<file path="src/rtl/sdc_escaped_bus_pkg.sv">
// sdc_escaped_bus_pkg: shared constants, FSM states and lane-array type for the escaped-bus skid stage
package sdc_escaped_bus_pkg;
   localparam int LANES = 4;
   localparam int LANE_W_DEF = 4;
   localparam int CNT_W_DEF = 8;
   typedef enum logic [1:0] {EMPTY = 2'd0, BUSY = 2'd1, FULL = 2'd2} state_t;
   typedef logic [LANES-1:0][LANE_W_DEF-1:0] lanes_t;
endpackage

</file>
<file path="src/rtl/sdc_escaped_bus_skid_if.sv">
// sdc_escaped_bus_skid_if: valid/ready lane bus for the skid stage; out_parity exists only with SDC_ESCAPED_BUS_PARITY_EN
interface sdc_escaped_bus_skid_if import sdc_escaped_bus_pkg::*; #(
   parameter int LANE_W = LANE_W_DEF,
   parameter int CNT_W = CNT_W_DEF
);
   logic in_valid, in_ready, out_valid, out_ready;
   logic [LANE_W-1:0] in_lane0, in_lane1, in_lane2, in_lane3;
   logic [LANE_W-1:0] out_lane0, out_lane1, out_lane2, out_lane3;
   logic [CNT_W-1:0] xfer_count;
`ifdef SDC_ESCAPED_BUS_PARITY_EN
   logic [LANES-1:0] out_parity;
   modport slave (
      input in_valid, in_lane0, in_lane1, in_lane2, in_lane3, out_ready,
      output in_ready, out_valid, out_lane0, out_lane1, out_lane2, out_lane3, xfer_count, out_parity
   );
   modport master (
      output in_valid, in_lane0, in_lane1, in_lane2, in_lane3, out_ready,
      input in_ready, out_valid, out_lane0, out_lane1, out_lane2, out_lane3, xfer_count, out_parity
   );
`else
   modport slave (
      input in_valid, in_lane0, in_lane1, in_lane2, in_lane3, out_ready,
      output in_ready, out_valid, out_lane0, out_lane1, out_lane2, out_lane3, xfer_count
   );
   modport master (
      output in_valid, in_lane0, in_lane1, in_lane2, in_lane3, out_ready,
      input in_ready, out_valid, out_lane0, out_lane1, out_lane2, out_lane3, xfer_count
   );
`endif
endinterface

</file>
<file path="src/rtl/sdc_escaped_bus_lane_reg.sv">
// sdc_escaped_bus_lane_reg: one lane-wide register with async reset and load enable
module sdc_escaped_bus_lane_reg import sdc_escaped_bus_pkg::*; #(
   parameter int W = LANE_W_DEF
) (
   input  logic         clk,
   input  logic         rst,
   input  logic         load,
   input  logic [W-1:0] d,
   output logic [W-1:0] q
);
   // capture d on load, clear immediately on reset
   always_ff @(posedge clk or posedge rst)
      if (rst) q <= '0;
      else if (load) q <= d;
endmodule

</file>
<file path="src/rtl/sdc_escaped_bus_skid.sv">
// sdc_escaped_bus_skid: registered 2-entry skid stage for four bus lanes with transfer counter; SDC_ESCAPED_BUS_PARITY_EN adds per-lane parity
module sdc_escaped_bus_skid import sdc_escaped_bus_pkg::*; #(
   parameter int LANE_W = LANE_W_DEF,
   parameter int CNT_W = CNT_W_DEF
) (
   input logic clk,
   input logic rst,
   sdc_escaped_bus_skid_if.slave bus
);
   typedef logic [LANES-1:0][LANE_W-1:0] lane_arr_t;
   state_t state_q, state_d;
   logic rdy_q, in_fire, out_fire, load_out, load_skid, sel_skid;
   logic [CNT_W-1:0] cnt_q;
   lane_arr_t in_arr, skid_q, out_q, out_d;
   assign in_arr = {bus.in_lane3, bus.in_lane2, bus.in_lane1, bus.in_lane0};
   assign bus.out_valid = state_q == BUSY || state_q == FULL;
   assign bus.in_ready = rdy_q;
   assign in_fire = bus.in_valid && rdy_q;
   assign out_fire = bus.out_valid && bus.out_ready;
   assign out_d = sel_skid ? skid_q : in_arr;
   assign bus.out_lane0 = out_q[0];
   assign bus.out_lane1 = out_q[1];
   assign bus.out_lane2 = out_q[2];
   assign bus.out_lane3 = out_q[3];
   assign bus.xfer_count = cnt_q;
   for (genvar i = 0; i < LANES; i++) begin : g_lane
      sdc_escaped_bus_lane_reg #(.W(LANE_W)) u_out (.clk, .rst, .load(load_out), .d(out_d[i]), .q(out_q[i]));
      sdc_escaped_bus_lane_reg #(.W(LANE_W)) u_skid (.clk, .rst, .load(load_skid), .d(in_arr[i]), .q(skid_q[i]));
   end
`ifdef SDC_ESCAPED_BUS_PARITY_EN
   logic [LANES-1:0] in_par, out_par_d, out_par_q, skid_par_q;
   for (genvar i = 0; i < LANES; i++) begin : g_par
      assign in_par[i] = ^in_arr[i];
   end
   assign out_par_d = sel_skid ? skid_par_q : in_par;
   sdc_escaped_bus_lane_reg #(.W(LANES)) u_par_out (.clk, .rst, .load(load_out), .d(out_par_d), .q(out_par_q));
   sdc_escaped_bus_lane_reg #(.W(LANES)) u_par_skid (.clk, .rst, .load(load_skid), .d(in_par), .q(skid_par_q));
   assign bus.out_parity = out_par_q;
`endif
   // next state and register loads; the unused encoding behaves as EMPTY
   always_comb begin
      state_d = EMPTY;
      load_out = 1'b0;
      load_skid = 1'b0;
      sel_skid = 1'b0;
      case (state_q)
         BUSY: begin
            load_out = in_fire && out_fire;
            load_skid = in_fire && !out_fire;
            state_d = in_fire ? (out_fire ? BUSY : FULL) : (out_fire ? EMPTY : BUSY);
         end
         FULL: begin
            load_out = out_fire;
            sel_skid = 1'b1;
            state_d = out_fire ? BUSY : FULL;
         end
         default: begin
            load_out = in_fire;
            state_d = in_fire ? BUSY : EMPTY;
         end
      endcase
   end
   // state, registered in_ready (low only while FULL) and output transfer counter
   always_ff @(posedge clk or posedge rst)
      if (rst) begin
         state_q <= EMPTY;
         rdy_q <= 1'b0;
         cnt_q <= '0;
      end else begin
         state_q <= state_d;
         rdy_q <= state_d != FULL;
         cnt_q <= cnt_q + CNT_W'(out_fire);
      end
endmodule

</file>
<file path="src/flat_wrapper.sv">
// flat-port wrapper written by rule: the top's interface ports become plain ports
module sdc_escaped_bus_skid_flat import sdc_escaped_bus_pkg::*;
#(
   parameter int LANE_W = LANE_W_DEF,
   parameter int CNT_W = CNT_W_DEF
)
  (clk, rst, bus_in_valid, bus_in_lane0, bus_in_lane1, bus_in_lane2, bus_in_lane3, bus_out_ready, bus_in_ready, bus_out_valid, bus_out_lane0, bus_out_lane1, bus_out_lane2, bus_out_lane3, bus_xfer_count);
  sdc_escaped_bus_skid_if #(.LANE_W(LANE_W), .CNT_W(CNT_W)) bus_i ();
  input logic clk;
  input logic rst;
  input wire logic [$bits(bus_i.in_valid)-1:0] bus_in_valid;
  input wire logic [$bits(bus_i.in_lane0)-1:0] bus_in_lane0;
  input wire logic [$bits(bus_i.in_lane1)-1:0] bus_in_lane1;
  input wire logic [$bits(bus_i.in_lane2)-1:0] bus_in_lane2;
  input wire logic [$bits(bus_i.in_lane3)-1:0] bus_in_lane3;
  input wire logic [$bits(bus_i.out_ready)-1:0] bus_out_ready;
  output wire logic [$bits(bus_i.in_ready)-1:0] bus_in_ready;
  output wire logic [$bits(bus_i.out_valid)-1:0] bus_out_valid;
  output wire logic [$bits(bus_i.out_lane0)-1:0] bus_out_lane0;
  output wire logic [$bits(bus_i.out_lane1)-1:0] bus_out_lane1;
  output wire logic [$bits(bus_i.out_lane2)-1:0] bus_out_lane2;
  output wire logic [$bits(bus_i.out_lane3)-1:0] bus_out_lane3;
  output wire logic [$bits(bus_i.xfer_count)-1:0] bus_xfer_count;
  assign bus_i.in_valid = bus_in_valid;
  assign bus_i.in_lane0 = bus_in_lane0;
  assign bus_i.in_lane1 = bus_in_lane1;
  assign bus_i.in_lane2 = bus_in_lane2;
  assign bus_i.in_lane3 = bus_in_lane3;
  assign bus_i.out_ready = bus_out_ready;
  assign bus_in_ready = bus_i.in_ready;
  assign bus_out_valid = bus_i.out_valid;
  assign bus_out_lane0 = bus_i.out_lane0;
  assign bus_out_lane1 = bus_i.out_lane1;
  assign bus_out_lane2 = bus_i.out_lane2;
  assign bus_out_lane3 = bus_i.out_lane3;
  assign bus_xfer_count = bus_i.xfer_count;
  sdc_escaped_bus_skid #(.LANE_W(LANE_W), .CNT_W(CNT_W)) u_core (.clk(clk), .rst(rst), .bus(bus_i));
endmodule
</file>
<file path="config.mk">
export PLATFORM = sky130hd
export DESIGN_NAME = sdc_escaped_bus_skid_flat
export DESIGN_NICKNAME = d
export VERILOG_FILES = /design/src/rtl/sdc_escaped_bus_pkg.sv /design/src/rtl/sdc_escaped_bus_skid_if.sv /design/src/rtl/sdc_escaped_bus_lane_reg.sv /design/src/rtl/sdc_escaped_bus_skid.sv /design/src/flat_wrapper.sv
export SDC_FILE = /design/constraint.sdc
export NUM_CORES = 1
export LEC_CHECK = 0
export ABC_AREA = 1
export BUFFER_PORTS_ARGS = -buffer_cell sky130_fd_sc_hd__buf_2
export CAP_MARGIN = 20
export CORE_MARGIN = 8
export CORE_UTILIZATION = 30
export DETAILED_ROUTE_END_ITERATION = 7
export PLACE_DENSITY = 0.5
export SLEW_MARGIN = 25
export SYNTH_ARGS = -nofsm -noshare
export SYNTH_HDL_FRONTEND = slang
export SYNTH_SLANG_ARGS = --single-unit
</file>
<file path="constraint.sdc">
create_clock -name clk -period 2.2 [get_ports clk]
set_input_delay 0.22 -clock clk [delete_from_list [all_inputs] [get_ports clk]]
set_output_delay 0.22 -clock clk [all_outputs]
set_load 0.01 [all_outputs]
</file>
==> results of run 1 <==
[worst register-to-register path, delay by kind of cell (launching register included)]
family	cells	cell delay, ps
compound gates	1	80
buf+inv	1	80
flops	1	390
fa+ha+maj	1	320
simple gates	3	820
[through the flow]
stage | power [W] | hold WS (ps) | utilization | std cells | worst slack (ps)
6_report | 0.00307 | 46.0 | 0.368 | 353 | 379
5_1_grt | 0.00334 | 119 | 0.368 | 353 | 162
4_1_cts | 0.00313 | 74.9 | 0.368 | 353 | 386
3_5_place_dp | 0.00261 | 394 | 0.355 | 346 | 397
3_3_place_gp | 0.00258 | 394 | 0.355 | 346 | 454
2_1_floorplan | 0.00219 | 368 | - | 231 | 548
[metal layers]
metal | wire (um) | vias up
li1 | - | 819
met1 | 2300 | 764
met2 | 2030 | 31
met3 | 226 | 6
met4 | 63 | 0
met5 | 0 | -
[where the power goes]
part           switching, W  internal [W]  leakage (nW)
combinational      0.000770      0.000450         0.688
sequential         0.000204       0.00114         0.530
clock              0.000264      0.000247        0.0470
[worst paths after layout]
| kind | cells after the start | start | to |
|---|---|---|---|
| max | 6 | u_core.state_q[1] | u_core.g_lane[3].u_skid.q[1] |
| min | 3 | rst | u_core.g_lane[1].u_out.q[3] |
| max reg2reg | 6 | u_core.state_q[1] | u_core.g_lane[3].u_skid.q[1] |
| min reg2reg | 2 | u_core.bus.xfer_count[7] | u_core.bus.xfer_count[7] |
| max in group asynchronous | 3 | rst | u_core.g_lane[3].u_out.q[2] |
| min in group clk | 3 | bus_in_lane2[3] | u_core.g_lane[2].u_skid.q[3] |
[synthesized netlist by cell type, types with 2 or more instances]
| master | count | share of area |
|---|---|---|
| nand2_1 | 75 | 0.14 |
| dfrtp_1 | 43 | 0.55 |
| inv_1 | 24 | 0.046 |
| nand3_1 | 21 | 0.053 |
| o21ai_0 | 16 | 0.041 |
| o21ai_1 | 16 | 0.041 |
| buf_2 | 5 | 0.013 |
| inv_2 | 4 | 0.0076 |
| nor2_1 | 4 | 0.0076 |
| ha_1 | 3 | 0.019 |
| nand2_4 | 3 | 0.017 |
| xor2_1 | 3 | 0.013 |
| clkbuf_1 | 2 | 0.0038 |
| nand2_2 | 2 | 0.0064 |
[cell type report]
type / instances / area, um^2 / area share
sequential: 43 / 1080 / 0.460
tap: 77 / 96.3 / 0.0412
clock buffer: 6 / 82.6 / 0.0353
clock inverter: 1 / 5.00 / 0.00214
timing repair buffer: 47 / 240 / 0.103
inverter: 28 / 105 / 0.0449
multi-input combinational: 151 / 734 / 0.314
[logic make-up after synthesis]
logic type / synth area share
simple gates: 0.251
fa+ha+maj: 0.0191
compound gates: 0.0859
buf+inv: 0.0795
flops: 0.547
xor+xnor: 0.0178
[registers in the layout (all words and copies together), names as in the netlist]
register / count
u_core.g_lane.u_out.q: 16
u_core.g_lane.u_skid.q: 16
u_core.bus.xfer_count: 8
u_core.state_q: 2
u_core.bus.in_ready: 1
==> flow_summary.toml, run 1 <==
[run_status]
status = "finished, final reports clean"

[worst_setup_path]
cp_top_family = "simple AND/OR/NAND/NOR gates"
critPathCaptureType = "flip-flop"
crit_path_cell_trace = "ha_1, inv_2, nand2_4, nand3_2, nand2_1, o21ai_1"
crit_buf_inv = 1
crit_arrival_ps = 1980
path_class = "flip-flop to flip-flop"
crit_fanout = 32
cp_slowest_cell = "nand3_2"
required_ps = 2360
r2r_slack_ps = 380
worst_setup_path_start_kind = "flip-flop"
critical-path-max-stage-delay_ps = 500

[die]
core_um2 = 6350
rows = 29
die_width_um = 97.0
start_util = 0.310
die_height_um = 97.0
dieArea_um2 = 9400
io-pin-count = 46

[sta]
fin_worst_skew_ps = 3.88
worst_slew_pin_slew_ps = 625
max_slew_margin = 0.583
final-hold-violation-count = 0
setup_viol = 0
fin_setup_tns_ps = 0
finalCritPeriodShare = 0.828
min_period_ps = 1820
rsz0062_at_grt = "no"
fmax_ghz = 0.549
slew_violations = 0

[final_layout]
mostFrequentLayoutCell = "nand2_1"
finalInstanceArea_um2 = 2340
area_growth_pct = 19.0
fill_cells = 685
layout.cells.most_common_list = "nand2_1, buf_2, dfrtp_1, inv_1, nand3_1"
antennaDiodeCount = 0
layout.nets = 299
drive_gt1_frac = 0.236

[run]
maxCapViolCount = 0

[placed_design]
io_buffers = 45
place_area_um2 = 2250
hpwl_mm = 3.20
gp_congestion = 0.798

[routing]
vias = 1620
wl_per_cell_um = 13.1
detail-route-antenna-nets = 0
drc = 0
first_iter_violations = 132
wirelength_mm = 4.62
first_pass_iters = 4
viasPerCell = 4.59

[global_route]
use_met3 = 0.0313
busiest_layer = "met2"
grt_overflow = 0
grt_pass1_wl_mm = 7.79
first_global_vias = 1608
grt_antenna_before_repair = 0
grt.met1_usage = 0.126
grt_max_degree = 44
grt_use_total = 0.0983
met2_usage = 0.150

[yosys]
postSynthCellCount = 231
syn_area_um2 = 1970
synth-edff-count = 0
synth_seq_area_share = 0.547
ys_types = 24
async_reset_ff_frac = 1.00
synth_seq_cells = 43
synth_nets = 254
yosysWarnings = 0
avgSynthCellArea_um2 = 8.51
synth-main-ff-cell = "dfrtp_1"

[pwr]
ir_drop_mv = 0.498
power.density_nw_per_um2 = 1310
power_leakage_nw = 1.27

[cts]
cts_tree = "done"
cts_sinks = 43
insertion_delay_ps = 290
postCtsSetupRepairBufs = 0
clockBufferDepth = 2
post_cts.resized_instances = 0
hold_buffers = 0
cts_buffers = 5
clockRootBuffer = "clkbuf_8"
htreeDepth = 2
clk_pin_slew_ps = 80

[hold_path]
min_path_type = "primary input to async pin"
(Power assumes the default switching activity.)
==> inputs of run 2 (changes only) <==
--- a/config.mk
+++ b/config.mk
@@ -5,7 +5,7 @@
 export SDC_FILE = /design/constraint.sdc
 export NUM_CORES = 1
 export LEC_CHECK = 0
-export ABC_AREA = 1
+export ABC_AREA = 0
 export BUFFER_PORTS_ARGS = -buffer_cell sky130_fd_sc_hd__buf_2
 export CAP_MARGIN = 20
 export CORE_MARGIN = 8
==> constraint.sdc (replaced) <==
create_clock -name clk -period 1.7 [get_ports clk]
set_input_delay 0.17 -clock clk [delete_from_list [all_inputs] [get_ports clk]]
set_output_delay 0.17 -clock clk [all_outputs]
set_load 0.01 [all_outputs]
==> flow_summary.toml, run 2 <==
[global_route]
grt_overflow = 0
grt_max_degree = 23
grt_pass1_wl_mm = 6.56
grt_use_total = 0.0921
grt_antenna_before_repair = 0
first_global_vias = 1350

[final_layout]
fill_cells = 601
drive_gt1_frac = 0.632
layout.cells.most_common_list = "buf_2, dfrtp_1, mux2_2, mux2_4"
layout.nets = 213
area_growth_pct = 32.7
antennaDiodeCount = 0
multi_input_area_um2 = 903
mostFrequentLayoutCell = "buf_2"
final_cells = 267
regArea_um2 = 1080

[yosys]
synth_area_leaders = "dfrtp_1, mux2_2, xnor2_1"
yosysMostFrequentCell = "mux2_2"
syn_area_um2 = 1930
yosysTopAreaCellShare = 0.559
synth_seq_cells = 43
synth_nets = 153
ys_types = 26
synth-main-ff-cell = "dfrtp_1"
synth_seq_area_share = 0.559
yosysWarnings = 0
postSynthCellCount = 130
async_reset_ff_frac = 1.00
yosys-top-cells-count = "mux2_2, dfrtp_1, xnor2_1"
avgSynthCellArea_um2 = 14.8
synth-edff-count = 0
synth.largest_area_cell = "dfrtp_1"

[die]
die_width_um = 96.1
die_height_um = 96.1
rows = 29
start_util = 0.307
dieArea_um2 = 9240
core_um2 = 6280
io-pin-count = 46

[worst_setup_path]
r2r_slack_ps = 10
r2r_cells = 6
critPathCaptureType = "flip-flop"
crit_arrival_ps = 1860
crit_path_end = "u_core.g_lane[2].u_skid.q[2]"
crit_buf_inv = 2
cp_slowest_cell = "dfrtp_1"
cp_top_family = "flip-flops"
reg2reg_to = "u_core.g_lane[2].u_skid.q[2]"
path_depth = 6
required_ps = 1870
crit_path_start = "u_core.state_q[1]"
worst_setup_path_start_kind = "flip-flop"
path_class = "flip-flop to flip-flop"
r2r-start = "u_core.state_q[1]"
crit_fanout = 8
crit_path_cell_trace = "ha_4, nor2b_4, buf_4, nor2_4, clkbuf_16, mux2_4"
critical-path-max-stage-delay_ps = 410

[sta]
max_slew_margin = 0.477
final-hold-violation-count = 0
slew_violations = 0
worst_slew_pin_slew_ps = 779
setup_viol = 0
fmax_ghz = 0.593
min_period_ps = 1690
rsz0062_at_grt = "yes"
fin_worst_skew_ps = 5.90
finalCritPeriodShare = 0.992
fin_setup_tns_ps = 0

[placed_design]
gp_congestion = 0.690
hpwl_mm = 2.88
io_buffers = 45
placedCellCount = 254

[routing]
first_iter_violations = 57
first_pass_iters = 4
vias = 1231
wl_per_cell_um = 16.1
detail-route-antenna-nets = 0
viasPerCell = 4.61
drc = 0
wirelength_mm = 4.29

[cts]
cts_tree = "done"
clockBufferDepth = 2
clk_pin_slew_ps = 80
clockRootBuffer = "clkbuf_8"
htreeDepth = 2
insertion_delay_ps = 290
cts_sinks = 43
cts_buffers = 5

[hold_path]
min_path_type = "primary input to flip-flop"
min_delay_path_depth = 2

[pwr]
power.density_nw_per_um2 = 1480
ir_drop_mv = 0.664
power_leakage_nw = 1.15

[run_status]
status = "finished, final reports clean"

[run]
maxCapViolCount = 0
==> run 2: cell count changes after synthesis, sizes merged, moves of 2 or more <==
cell / before / now
inv: 28 / 4
nor2: 4 / 1
buf: 7 / 3
o21ai: 32 / 0
xnor2: 1 / 5
mux2: 0 / 48
nor2b: 0 / 2
nand2: 80 / 3
nand3: 22 / 3
==> run 2: layout make-up <==
| cell class | instances | area share |
|---|---|---|
| clock inverters | 1 | 0.0117 |
| inverters | 4 | 0.00587 |
| multi-input cells | 79 | 0.353 |
| clock buffers | 6 | 0.0284 |
| well taps | 77 | 0.0377 |
| flip-flops and latches | 43 | 0.421 |
| repair buffers | 57 | 0.142 |
==> run 2: layer usage <==
metal / track usage / routed length [um] / up-vias
met5: 0 / 0 / -
met4: 0.0307 / 27 / 0
met3: 0.0460 / 305 / 2
met2: 0.148 / 2120 / 29
met1: 0.104 / 1840 / 621
li1: - / - / 579
==> run 2: logic make-up after synthesis <==
logic type      share of synthesized area
xor+xnor                           0.0318
buf+inv                            0.0240
compound gates                     0.0325
flops                               0.559
fa+ha+maj                          0.0195
simple gates                       0.0526
mux                                 0.281
==> run 2: what timing repair did <==
item | 4_1_cts | 5_1_grt
buffers inserted | 3 | 1
endpoints found under the setup margin | 16 | 33
resized for setup | 0 | 26
pin swaps | 1 | 3
cloned | 0 | 1
hold buffers | 1 | 0
hold endpoints to repair | 20 | 0
==> run 2: worst min path at each step <==
stage	startpoint	to	slack, ps
final	bus_in_lane0[0]	u_core.g_lane[0].u_skid.q[0]	130
after global placement	rst	u_core.g_lane[0].u_skid.q[2]	250
after detailed placement	rst	u_core.g_lane[1].u_skid.q[0]	250
after CTS	bus_in_lane0[1]	u_core.g_lane[0].u_skid.q[1]	110
after global routing	bus_in_lane0[0]	u_core.g_lane[0].u_skid.q[0]	110
after floorplan	bus_out_ready	u_core.state_q[1]	240
==> run 2: stage by stage <==
step                 util  instance area (um^2)  setup WS [ps]  hold slack, ps  power (W)
finish              0.407                  2560           14.0             127    0.00377
global route        0.407                  2560          -58.9             108    0.00403
CTS                 0.386                  2420          0.151             113    0.00361
detailed placement  0.364                  2290           -110             252    0.00282
global placement    0.364                  2290          -47.2             251    0.00276
floorplan               -                  1940           50.1             241    0.00237
==> run 2: power by group <==
part           leakage (nW)  switching, W  internal, W
Clock                0.0513      0.000319     0.000431
Combinational         0.589      0.000535     0.000793
Sequential            0.514      0.000262      0.00143
Total                  1.15       0.00112      0.00266
